==> src/rtl/uart_tx_arbiter_pkg.sv <==
// Shared definitions for the uart_tx2 arbiter: FSM state encoding and
// character constants used by uart_tx2 clients.
package uart_tx_arbiter_pkg;

    typedef enum logic [1:0] {
        ST_IDLE = 2'd0,
        ST_LOAD = 2'd1,
        ST_WAIT = 2'd2,
        ST_HOLD = 2'd3
    } arb_state_t;

    localparam logic [7:0] ASCII_NL = 8'h0A;

endpackage

==> src/rtl/uart_tx_arbiter_rr_arbiter.sv <==
// Combinational round-robin pick: first valid requester at or after ptr,
// wrapping at N-1. Emits the winner both one-hot and as an index.
module rr_arbiter #(
    parameter int N  = 4,
    parameter int PW = (N > 1) ? $clog2(N) : 1
) (
    input  logic [N-1:0]  valid,
    input  logic [PW-1:0] ptr,
    output logic [N-1:0]  grant,
    output logic [PW-1:0] index,
    output logic          any
);

    logic found;

    // First pass covers ptr..N-1, second pass the wrapped range 0..ptr-1.
    always_comb begin
        grant = '0;
        index = '0;
        found = 1'b0;
        for (int i = 0; i < N; i++) begin
            if (!found && valid[i] && (i >= int'(ptr))) begin
                found    = 1'b1;
                grant[i] = 1'b1;
                index    = PW'(i);
            end
        end
        for (int i = 0; i < N; i++) begin
            if (!found && valid[i]) begin
                found    = 1'b1;
                grant[i] = 1'b1;
                index    = PW'(i);
            end
        end
    end

    assign any = |valid;

endmodule

==> src/rtl/uart_tx_arbiter.sv <==
// Shares one uart_tx2 among N byte-stream requesters. A round-robin winner
// keeps the UART until LAST, the burst limit, or a stall timeout.
module uart_tx_arbiter
    import uart_tx_arbiter_pkg::*;
#(
    parameter int N            = 4,
    parameter int MAX_BURST    = 64,
    parameter int HOLD_TIMEOUT = 1024
) (
    input  logic           clk,
    input  logic           rst_n,
    input  logic [N-1:0]   req_valid,
    input  logic [8*N-1:0] req_byte,
    input  logic [N-1:0]   req_last,
    output logic [N-1:0]   req_ready,
    output logic [N-1:0]   grant,
    output logic           tx_dv,
    output logic [7:0]     tx_byte,
    input  logic           tx_done,
    output logic           busy
);

    localparam int PW = $clog2(N);
    localparam int TW = (HOLD_TIMEOUT > 1) ? $clog2(HOLD_TIMEOUT) : 1;
    localparam logic [7:0]    BURST_LIMIT = 8'(MAX_BURST);
    localparam logic [TW-1:0] HOLD_LIMIT  = TW'(HOLD_TIMEOUT - 1);

    arb_state_t    state, state_next;
    logic [PW-1:0] ptr, owner, pick_index;
    logic [N-1:0]  pick_grant;
    logic          pick_any;
    logic [7:0]    burst;
    logic [TW-1:0] hold_cnt;
    logic          last_flag, owner_valid, release_lock;

    rr_arbiter #(.N(N), .PW(PW)) u_rr (
        .valid (req_valid),
        .ptr   (ptr),
        .grant (pick_grant),
        .index (pick_index),
        .any   (pick_any)
    );

    assign owner_valid = req_valid[owner];
    assign req_ready   = (state == ST_LOAD) ? grant : '0;
    assign busy        = (state != ST_IDLE);

    always_ff @(posedge clk or negedge rst_n) begin
        if (!rst_n) state <= ST_IDLE;
        else        state <= state_next;
    end

    // While locked, only the owner's VALID matters; other requesters wait.
    always_comb begin
        state_next   = state;
        release_lock = 1'b0;
        unique case (state)
            ST_IDLE: if (pick_any) state_next = ST_LOAD;
            ST_LOAD: state_next = ST_WAIT;
            ST_WAIT: begin
                if (tx_done) begin
                    if (last_flag || (burst == BURST_LIMIT)) begin
                        release_lock = 1'b1;
                        state_next   = ST_IDLE;
                    end else if (owner_valid) begin
                        state_next = ST_LOAD;
                    end else begin
                        state_next = ST_HOLD;
                    end
                end
            end
            ST_HOLD: begin
                if (owner_valid) begin
                    state_next = ST_LOAD;
                end else if (hold_cnt == HOLD_LIMIT) begin
                    release_lock = 1'b1;
                    state_next   = ST_IDLE;
                end
            end
        endcase
    end

    always_ff @(posedge clk or negedge rst_n) begin
        if (!rst_n) begin
            grant     <= '0;
            owner     <= '0;
            ptr       <= '0;
            burst     <= '0;
            hold_cnt  <= '0;
            last_flag <= 1'b0;
            tx_dv     <= 1'b0;
            tx_byte   <= '0;
        end else begin
            tx_dv <= 1'b0;
            case (state)
                ST_IDLE: begin
                    if (pick_any) begin
                        grant <= pick_grant;
                        owner <= pick_index;
                        burst <= '0;
                    end
                end
                // TX_DV is registered so TX_BYTE is already valid when uart_tx2 samples it.
                ST_LOAD: begin
                    tx_dv     <= 1'b1;
                    tx_byte   <= req_byte[{owner, 3'b000} +: 8];
                    last_flag <= req_last[owner];
                    burst     <= burst + 8'd1;
                end
                ST_WAIT: if (state_next == ST_HOLD) hold_cnt <= '0;
                ST_HOLD: hold_cnt <= hold_cnt + TW'(1);
                default: ;
            endcase
            if (release_lock) begin
                grant <= '0;
                ptr   <= (owner == PW'(N - 1)) ? '0 : owner + PW'(1);
            end
        end
    end

endmodule

==> config.mk <==
export PLATFORM = sky130hd
export DESIGN_NAME = uart_tx_arbiter
export DESIGN_NICKNAME = d
export VERILOG_FILES = /design/src/rtl/uart_tx_arbiter_pkg.sv /design/src/rtl/uart_tx_arbiter_rr_arbiter.sv /design/src/rtl/uart_tx_arbiter.sv
export SDC_FILE = /design/constraint.sdc
export NUM_CORES = 1
export LEC_CHECK = 0
export ABC_AREA = 1
export CORE_ASPECT_RATIO = 0.8
export CORE_MARGIN = 2
export CORE_UTILIZATION = 40
export DETAILED_ROUTE_END_ITERATION = 10
export MAX_ROUTING_LAYER = met4
export PLACE_DENSITY = 0.66
export SLEW_MARGIN = 20
export SYNTH_ARGS = -nofsm -noshare
export SYNTH_HDL_FRONTEND = slang
export SYNTH_SLANG_ARGS = --single-unit
==> constraint.sdc <==
create_clock -name clk -period 1.6 [get_ports clk]
set_clock_uncertainty 0.2 [all_clocks]
set_input_delay 0.32 -clock clk [delete_from_list [all_inputs] [get_ports clk]]
set_output_delay 0.32 -clock clk [all_outputs]
set_load 0.005 [all_outputs]
# Word level (Yosys, flattened, before mapping)
# Cells that the tools add are included.
# word_totals
latchBits,0
ram_bits,0
word_cells,102
reg_bits,38
n_memories,0
mem_bits_ro,0
output_inout_bits,18
# op_classes
reduce_logical,29
n_shift,1
mul,0
bitwise,0
n_lt_le_gt_ge,4
n_mux,47
div,0
addsub,3
n_eq_ne,9
# op_table
op,count
32-bit by 6-bit variable part select with 8-bit output,1
2-bit two-way mux,13
1-bit two-way mux,22
10-bit case mux with 2 select lines,1
4-bit two-way mux,4
8-bit case mux with 2 select lines,1
10-bit by 1-bit adder with 10-bit output (second input constant),1
10-bit == test (second input constant),1
1-bit logical AND,10
10-bit two-way mux,1
2-bit nonzero test,5
8-bit by 1-bit adder with 8-bit output (second input constant),1
2-bit == test (second input constant),4
8-bit by 7-bit == test with 1-bit output (second input constant),1
8-bit two-way mux,1
2-bit case mux with 4 select lines,1
2-bit AND reduction,4
1-bit logical NOT,7
1-bit binary-select mux with 2-bit select,2
1-bit by 2-bit >= comparator with 1-bit output (first input constant),2
2-bit != test (second input constant),2
4-bit OR reduction,1
2-bit by 3-bit less-than comparator with 1-bit output (second input constant),1
2-bit by 1-bit adder with 2-bit output (second input constant),1
other kinds (5),5

# Depth between registers and ports, before layout
# Gate-level depths: netlist (run 1).
# depth
depth_word,29
mapped_depth,12

# Hierarchy
# From an unflattened synthesis (run 1), not the netlist that was laid out.
# unflattened
cells_unflattened,343
area_unflattened_um2,2372.3
# modules_own_cells
module,n_inst,area_per_inst_um2,cells_per_inst,seq_area_each_um2
uart_tx_arbiter,1,2207.1,309,950.9
rr_arbiter,1,165.2,34,0.0

# Least setup slack after synthesis (run 1)
# Ideal clock, no wire load.
# synth_timing
kind,register to register
start,register hold_cnt[0]
end,register ptr[1]
period_less_slack_ns,1.622
arrival_time_ns,1.345
path_stages_with_launch,10
setup_time_ns,0.076
setup_slack_ns,-0.022
cell_sequence,dfrtp_1 -> ha_1 -> nand2_1 -> nor2_2 -> nand4_1 -> nor2_2 -> nand4_2 -> nand2_1 -> nand2_1 -> o21ai_1
# synth_between
elab_chain_cells,4
# synth_lines
element,line_no,source
start: declaration,uart_tx_arbiter.sv:33,logic [TW-1:0] hold_cnt;
start signal: assignment,uart_tx_arbiter.sv:111,ST_HOLD: hold_cnt <= hold_cnt + TW'(1);
10-bit == test,uart_tx_arbiter.sv:75,end else if (hold_cnt == HOLD_LIMIT) begin
1-bit two-way mux,uart_tx_arbiter.sv:75,
1-bit two-way mux,uart_tx_arbiter.sv:73,if (owner_valid) begin
1-bit case mux with 2 select lines,uart_tx_arbiter.sv:57,unique case (state)
end signal: assignment,uart_tx_arbiter.sv:116,ptr <= (owner == PW'(N - 1)) ? '0 : owner + PW'(1);
end: declaration,uart_tx_arbiter.sv:29,"logic [PW-1:0] ptr, owner, pick_index;"
# No other way between the ends.
# A chain may end at the register's enable or synchronous reset.

# Worst setup path after layout (run 1)
# layout_timing
start,register hold_cnt[1]
end,register hold_cnt[8]
# layout_between
elab_chain_cells,7
word_cells_on_any_way,9
cone_classes,add/sub (1); eq/ne (3); mux (4); reduce/logical (1)
# layout_lines
element,line_no,source
10-bit == test,uart_tx_arbiter.sv:75,
2-bit two-way mux,uart_tx_arbiter.sv:75,
2-bit two-way mux,uart_tx_arbiter.sv:73,
2-bit case mux with 4 select lines,uart_tx_arbiter.sv:57,
net state_next[0],uart_tx_arbiter.sv:28,"arb_state_t state, state_next;"
2-bit == test,uart_tx_arbiter.sv:110,ST_WAIT: if (state_next == ST_HOLD) hold_cnt <= '0;
2-bit != test (no line),-,
2-bit AND reduction (no line),-,
# The timed path passes the listed nets, and every way through them passes these cells.

==> summary.md, run 1 <==
| Metric | Value |
|---|---|
| CTS root buf | `clkbuf_8` |
| DRT Pass-1 Iters | `4` |
| I/O Pins | `61` |
| Status | `finished, violations left` |
| Clock share of power | `11.1%` |
| Top delay family on crit path | `simple AND/OR/NAND/NOR gates` |
| Switch Pwr | `2.63 mW` |
| FF-to-FF path depth | `12` |
| Final instance area | `3830 um^2` |
| Critical Path Stages | `12` |
| Post-Route WL | `7.12 mm` |
| Worst Tran Pin Value | `0.306 ns` |
| Final worst setup slack | `-0.197 ns` |
| Pleak | `1.84 nW` |
| Syn_nets | `371` |
| Filler Cell Count | `458` |
| First-pass GRT wire length | `11.5 mm` |
| Clock latency on the worst-skew pair | `0.29 ns` |
| Cells after DPL | `495` |
| Residual DRC count | `0` |
| Port buffer count | `60` |
| Die Ht | `72.1 um` |
| Post-synth top area share | `41.0%` |
| Ys async rst share | `100%` |
| Antenna violations before repair | `0` |
| Synthesized instance count | `324` |
| Largest net degree at the start of global routing | `39` |
| CP endpoint kind | `flop` |
| Vias in the first global route | `2477` |
| Post-DP Area | `3300 um^2` |
| Slew HR | `79.5%` |
| CTS tree | `yes` |
| Failing checks | `negative setup slack` |
| Top_reg_cell synth | `dfrtp_1` |
| Area leader, netlist | `dfrtp_1` |
| Finished Layout Cells | `527` |
| Max_cap viols | `0` |
| Share of cells above drive strength 1 | `31.6%` |
| Initial DRC Count | `158` |
| Final period util | `112%` |
| Via Count | `2587` |
| Fin. Hold Viols | `0` |
| Crit path max fanout | `5` |
| RR Startpoint | `hold_cnt[1]$_DFFE_PN0P_` |
| ANT cells | `0` |
| Initial Utilization | `42.0%` |
| Max Buffers Root-to-Sink | `2` |
| Avg Inst Size Synth | `7.16 um^2` |
| Yosys cell types | `27` |
| Hold Crit Start | `req_valid[0]` |
| Core area | `5530 um^2` |
| CTS Buf Count | `5` |
| Max-slew violations | `0` |
| Min Clock Period, post-route | `1.80 ns` |
| Clock sinks | `38` |
| Final setup vio count | `22` |
| RSZ-0062 raised after global routing | `true` |
| GRT Overall Usage | `23.8%` |
| Switching share of total power | `42.8%` |
| Synth Register Bits | `38` |
| Vias per cell | `4.91` |
| Critical path class | `flop to flop` |
| GPL Wtd Cong | `0.910` |
| PD cells | `1600 nW/um^2` |
| Routed WL per cell | `13.5 um` |
| CP max stage delay | `0.39 ns` |
| Startpoint Class | `flop` |
| H-tree level count | `2` |
| Peak supply drop | `0.912 mV` |
| Synth warnings | `0` |
| Post-route ant nets | `0` |
| Share of total power in combinational logic | `62.7%` |
| Worst Hold Class | `input port to flop` |
| Core Rows | `24` |
| Sequential area share after synthesis | `41.0%` |
| Total Die Area | `6430 um^2` |
| Seq pwr share | `26.2%` |
| Critical path's most frequent cell | `nand2_1` |
| Synth cell count leaders | `68 x nor2_1, 63 x nand2_1, 38 x dfrtp_1` |
| Dpl hpwl | `4.88 mm` |
| Area growth syn-to-layout | `65.2%` |
| CP max stage cell | `dfrtp_1` |
| Post-synth EDFFs | `0` |
| Dominant cells by area after synthesis | `dfrtp_1 41%, nor2_1 11%, nand2_1 10%` |
| Post-layout util | `69.3%` |
| Achievable frequency | `556 MHz` |
| Worst EP arrival | `1.83 ns` |
| Critical path origin | `hold_cnt[1]$_DFFE_PN0P_` |
| Cell chain of the critical path | `ha_4 > nand2_4 > nor2_4 > buf_4 > nand3_4 > nand2_1 > nand2_1 > nand2_2 > nand3_4 > nand2_4 > nand3_2 > nand2_1` |
| CP required | `1.63 ns` |
| GRT overflow | `0` |
| Die Span X | `89.1 um` |
| CP Buf/Inv Count | `1` |
| Top-count cell post-synth | `nor2_1` |
| Internal power | `3.51 mW` |
| Hold Crit Depth | `3` |
| Clock transition at path regs | `0.07 ns` |
| Post-Syn Area | `2320 um^2` |
| Final #Nets | `495` |
routing by layer:
layer	vias up	share of wire, %	global-route usage [%]
met4	0	1.3	6.97
met1	1203	46	32.1
met3	11	3.8	3.30
li1	1314	-	-
met2	59	49	37.5
met5	-	0	-
registers in the layout, summed over array words and instances, names as in the netlist:
signal	flops
last_flag	1
grant	4
ptr	2
burst	8
owner	2
tx_dv	1
state	2
tx_byte	8
hold_cnt	10
final cells by class:
cell class	instances	area (um^2)	share of cell area [%]
Clock buffer	7	86.3	2.25
Timing Repair Buffer	125	1120	29.2
Clock inverter	1	5.00	0.131
Inverter	37	146	3.82
Multi-Input combinational cell	241	1420	37.2
Sequential cell	38	951	24.8
Tap cell	78	97.6	2.55
stage by stage:
stage | setup TNS (ns) | setup slack [ns] | power (mW) | hold WS, ns
2_1_floorplan | -0.0245 | -0.0108 | 3.22 | -0.176
3_3_place_gp | -8.77 | -0.330 | 4.59 | 0.104
3_5_place_dp | -9.50 | -0.375 | 4.65 | 0.102
4_1_cts | -1.66 | -0.115 | 5.73 | 0.315
5_1_grt | -5.32 | -0.314 | 6.62 | 0.267
6_report | -3.23 | -0.197 | 6.14 | 0.221
logic make-up after synthesis:
kind of cell | count (synthesis) | synth area share [%]
compound gates | 54 | 12.7
fa+ha+maj | 4 | 2.16
buf+inv | 46 | 7.93
flops | 38 | 41.0
simple gates | 182 | 36.2
power by group through the flow:
stage / combinational (mW) / sequential (mW) / clock, mW
4_1_cts: 3.46 / 1.58 / 0.693
6_report: 3.85 / 1.61 / 0.683
5_1_grt: 4.24 / 1.65 / 0.734
3_3_place_gp: 3.03 / 1.57 / 0
2_1_floorplan: 1.58 / 1.64 / 0
3_5_place_dp: 3.06 / 1.59 / 0
layout by cell type (no fill, tap or decap), types with 3 or more instances in the layout:
cell / n
nor2_4: 4
nand2_4: 6
clkdlybuf4s50_1: 37
inv_2: 8
buf_2: 6
nand2_2: 6
nor2_1: 60
clkdlybuf4s15_1: 3
dlygate4sd2_1: 11
nand3_2: 17
dlymetal6s2s_1: 3
inv_4: 3
clkbuf_8: 6
buf_6: 6
nand3_1: 13
o21ai_1: 4
nand2_1: 53
inv_1: 26
buf_4: 55
o21ai_0: 31
nand4_1: 8
ha_4: 3
dfrtp_1: 38
a31oi_1: 9
nor2_2: 7
final timing paths:
check / slack [ns] / to
max: -0.20 / hold_cnt[8]$_DFFE_PN0P_
min: 0.22 / grant[0]$_DFFE_PN0P_
max reg2reg: -0.20 / hold_cnt[8]$_DFFE_PN0P_
min reg2reg: 0.31 / hold_cnt[3]$_DFFE_PN0P_
max in group asynchronous: 0.68 / hold_cnt[9]$_DFFE_PN0P_
min in group asynchronous: 0.32 / tx_dv$_DFF_PN0_
what timing repair did:
item	in CTS	in global routing
gates cloned	1	1
hold buffers	1	0
buffers inserted	12	11
gates resized for setup	73	37
pin swaps	13	19
setup endpoints to repair	41	35
hold endpoints to repair	38	0
worst reg2reg max path, delay by kind of cell (launching register included):
kind / cells / cell delay, ns
buf+inv: 1 / 0.14
fa+ha+maj: 1 / 0.16
simple gates: 10 / 0.85
flops: 1 / 0.39
(Power assumes the default switching activity.)
==> run 2, diff against run 1 <==
Settings changed: ABC_AREA 1 to 0, CTS_BUF_LIST set to sky130_fd_sc_hd__clkbuf_16, PLACE_DENSITY 0.66 to 0.67.
==> summary.md, run 2 <==
| Metric | Value |
|---|---|
| Status | `finished, violations left` |
| Failing checks | `negative setup slack` |
| Achievable frequency | `498 MHz (-10%)` |
| CP endpoint kind | `flop` |
| Residual DRC count | `0 (unchanged)` |
| Avg Inst Size Synth | `9.90 um^2 (+38%)` |
| Area growth syn-to-layout | `67.3%` |
| Core Rows | `24 (unchanged)` |
| Core area | `5380 um^2 (-2.7%)` |
| Post-synth top area share | `43.3% (+2.3 points)` |
| FF-to-FF path depth | `5 (-7)` |
| DRT Pass-1 Iters | `4 (unchanged)` |
| GRT Overall Usage | `21.5% (-2.3 points)` |
| Hold Crit Depth | `2 (-1)` |
| Commonest non-fill, non-tap cell in the layout | `buf_4` |
| Die Ht | `70.3 um (-2.5%)` |
| Finished Layout Cells | `408 (-23%)` |
| Worst Hold Class | `flop to flop` |
| Peak supply drop | `0.760 mV (-17%)` |
| CTS Buf Count | `5 (unchanged)` |
| RR Startpoint | `owner[0]$_DFFE_PN0P_` |
| Worst R2R Setup Slack | `-0.41 ns (-0.21 ns)` |
| Final hold slack | `0.268 ns (+0.0474 ns)` |
| Ys async rst share | `100% (unchanged)` |
| Dominant cells by area after synthesis | `dfrtp_1 43%, mux4_2 10%, nand2_1 7.7%` |
| GPL Wtd Cong | `0.931 (+2.3%)` |
| Final period util | `125% (+13 points)` |
| Reg2reg end | `hold_cnt[4]$_DFFE_PN0P_` |
| Share of cells above drive strength 1 | `36.2% (+4.5 points)` |
| Leading cell types in the layout, fill and taps excluded | `54 x buf_4, 45 x nand2_1, 37 x dfrtp_1, 37 x clkdlybuf4s50_1, 17 x dlygate4sd2_1` |
| Post-DP Area | `3280 um^2 (-0.57%)` |
| Post-route ant nets | `0 (unchanged)` |
| Max FFs per register | `10 (unchanged)` |
| Top_reg_cell synth | `dfrtp_1` |
| Final worst setup slack | `-0.407 ns (-0.209 ns)` |
| CTS root buf | `clkbuf_16` |
| Clock transition at path regs | `0.06 ns (about the same)` |
| Routed WL per cell | `15.0 um (+11%)` |
| Startpoint Class | `flop` |
| CP max stage cell | `mux4_2` |
| Slew HR | `70.4% (-9.1 points)` |
| ANT cells | `0 (unchanged)` |
| Max Buffers Root-to-Sink | `2 (unchanged)` |
| CP required | `1.56 ns (-0.07 ns)` |
| RSZ-0062 raised after global routing | `true` |
| Setup TNS | `-7.37 ns (-4.15 ns)` |
| Largest net degree at the start of global routing | `24 (-38%)` |
| Top-count cell post-synth | `nand2_1` |
| H-tree level count | `2 (unchanged)` |
| Crit path max fanout | `5 (unchanged)` |
| Cell chain of the critical path | `mux4_2 > a2111o_1 > buf_6 > a21oi_2 > mux2i_1` |
| Post-synth EDFFs | `0 (unchanged)` |
| GRT overflow | `0 (unchanged)` |
| Dpl hpwl | `4.27 mm (-12%)` |
| Cells after DPL | `388 (-22%)` |
| Vias in the first global route | `2184 (-12%)` |
| Antenna violations before repair | `0 (unchanged)` |
| Die Span X | `86.9 um (-2.5%)` |
| Yosys cell types | `47 (+74%)` |
| Initial Utilization | `40.9% (-1.1 points)` |
| First-pass GRT wire length | `10.0 mm (-13%)` |
| Fin. Hold Viols | `0 (unchanged)` |
| Min Clock Period, post-route | `2.01 ns (+0.209 ns)` |
| Critical path class | `flop to flop` |
| Final #Nets | `390 (-21%)` |
| Final setup vio count | `31 (+41%)` |
| Total Die Area | `6110 um^2 (-5.0%)` |
| Max-slew violations | `0 (unchanged)` |
| Top reg by flops | `hold_cnt` |
| Pleak | `1.71 nW (-7.3%)` |
| PD cells | `1540 nW/um^2 (-4.1%)` |
| Biggest regs | `hold_cnt: 10 flops, burst: 8 flops, tx_byte: 8 flops` |
| Syn_nets | `269 (-27%)` |
| I/O Pins | `61 (unchanged)` |
| Synth cell count leaders | `45 x nand2_1, 38 x dfrtp_1, 14 x nand3_1, 14 x o21ai_0, 10 x mux4_2` |
| Synth Register Bits | `38 (unchanged)` |
| Synthesized instance count | `222 (-31%)` |
| Worst Hold End | `tx_byte[4]$_DFFE_PN0P_` |
| Area leader, netlist | `dfrtp_1` |
| Initial DRC Count | `126 (-20%)` |
| Post-Syn Area | `2200 um^2 (-5.2%)` |
| Clock latency on the worst-skew pair | `0.28 ns (about the same)` |
| Worst Tran Pin Value | `0.440 ns (+0.134 ns)` |
| Max_cap viols | `0 (unchanged)` |
| Port buffer count | `60 (unchanged)` |
| Post-Route WL | `6.12 mm (-14%)` |
| CTS tree | `yes` |
| Filler Cell Count | `412 (-10%)` |
| Hold Crit Start | `tx_byte[4]$_DFFE_PN0P_` |
| Synth warnings | `0 (unchanged)` |
| Vias per cell | `5.35 (+8.9%)` |
| Final instance area | `3680 um^2 (-4.0%)` |
| Clock sinks | `38 (unchanged)` |
| Via Count | `2182 (-16%)` |
| Sequential area share after synthesis | `43.3% (+2.3 points)` |
| CP max stage delay | `0.59 ns (+0.20 ns)` |
| Worst EP arrival | `1.97 ns (+0.14 ns)` |
run 2: cell count changes after synthesis, sizes merged, moves of 5 or more:
cell,delta
and2,+5
o21ai,-23
nand2,-21
nand3,-18
a31oi,-9
mux2i,+5
inv,-28
nor2,-65
mux4,+10
nand4,-5
run 2: report_power, final:
part | switching [mW] | total (mW) | internal, mW | leakage (nW)
logic | 1.42 | 3.21 | 1.79 | 1.15
clock network | 0.373 | 0.935 | 0.562 | 0.0694
registers | 0.217 | 1.51 | 1.29 | 0.492
run 2: final cells by class:
| class | count | area [um^2] | share of cell area, % |
|---|---|---|---|
| flip-flops and latches | 38 | 952 | 25.9 |
| multi-input cells | 160 | 1300 | 35.3 |
| inverters | 9 | 36.3 | 0.987 |
| repair buffers | 129 | 1170 | 32.0 |
| clock inverters | 2 | 10.0 | 0.272 |
| well taps | 65 | 81.3 | 2.21 |
| clock buffers | 5 | 125 | 3.40 |
run 2: cells by family after synthesis:
| kind of cell | after synthesis | share of synthesized area (%) |
|---|---|---|
| buffers and inverters | 24 | 5.24 |
| adders and majority gates | 4 | 2.28 |
| muxes | 17 | 13.6 |
| AOI/OAI and AO/OA | 48 | 16.0 |
| DFF | 38 | 43.3 |
| xor gates and xnor gates | 1 | 0.399 |
| and+or+nand+nor | 90 | 19.2 |
run 2: critical path: cells and delay by family, from the launching register on:
kind	cells	cell delay, ns
flops	1	0.38
mux	2	0.67
compound gates	2	0.47
buf+inv	1	0.16
run 2: layer usage:
layer / vias up / global-route usage, % / routed length (um) / share of wire (%)
li1: 1054 / - / - / -
met1: 1050 / 28.8 / 2820 / 46
met2: 71 / 33.1 / 2920 / 48
met3: 7 / 4.85 / 307 / 5.0
met4: 0 / 5.56 / 72 / 1.2
met5: - / - / 0 / 0
run 2: worst max-delay path by stage:
stage / end / startpoint / depth (start not counted)
detailed placement: hold_cnt[4]$_DFFE_PN0P_ / req_valid[3] / 6
floorplan: ptr[1]$_DFFE_PN0N_ / owner[0]$_DFFE_PN0P_ / 3
finish: hold_cnt[4]$_DFFE_PN0P_ / owner[0]$_DFFE_PN0P_ / 5
global placement: hold_cnt[4]$_DFFE_PN0P_ / req_valid[3] / 6
CTS: hold_cnt[4]$_DFFE_PN0P_ / owner[0]$_DFFE_PN0P_ / 5
global route: hold_cnt[4]$_DFFE_PN0P_ / owner[0]$_DFFE_PN0P_ / 5
run 2: per-stage QoR:
step	setup WS [ns]	util, %	power, mW
global placement	-0.681	61.0	4.15
finish	-0.407	68.4	5.65
CTS	-0.399	65.9	5.35
floorplan	-0.348	-	2.99
detailed placement	-0.746	61.0	4.21
global route	-0.499	68.4	6.05
run 2: repair_timing:
item | CTS | global route
hold buffers | 1 | 0
setup buffers | 7 | 4
resized for setup | 53 | 25
endpoints found under the setup margin | 55 | 41
hold endpoints to repair | 15 | 0
cloned | 1 | 1
pin swaps | 7 | 8
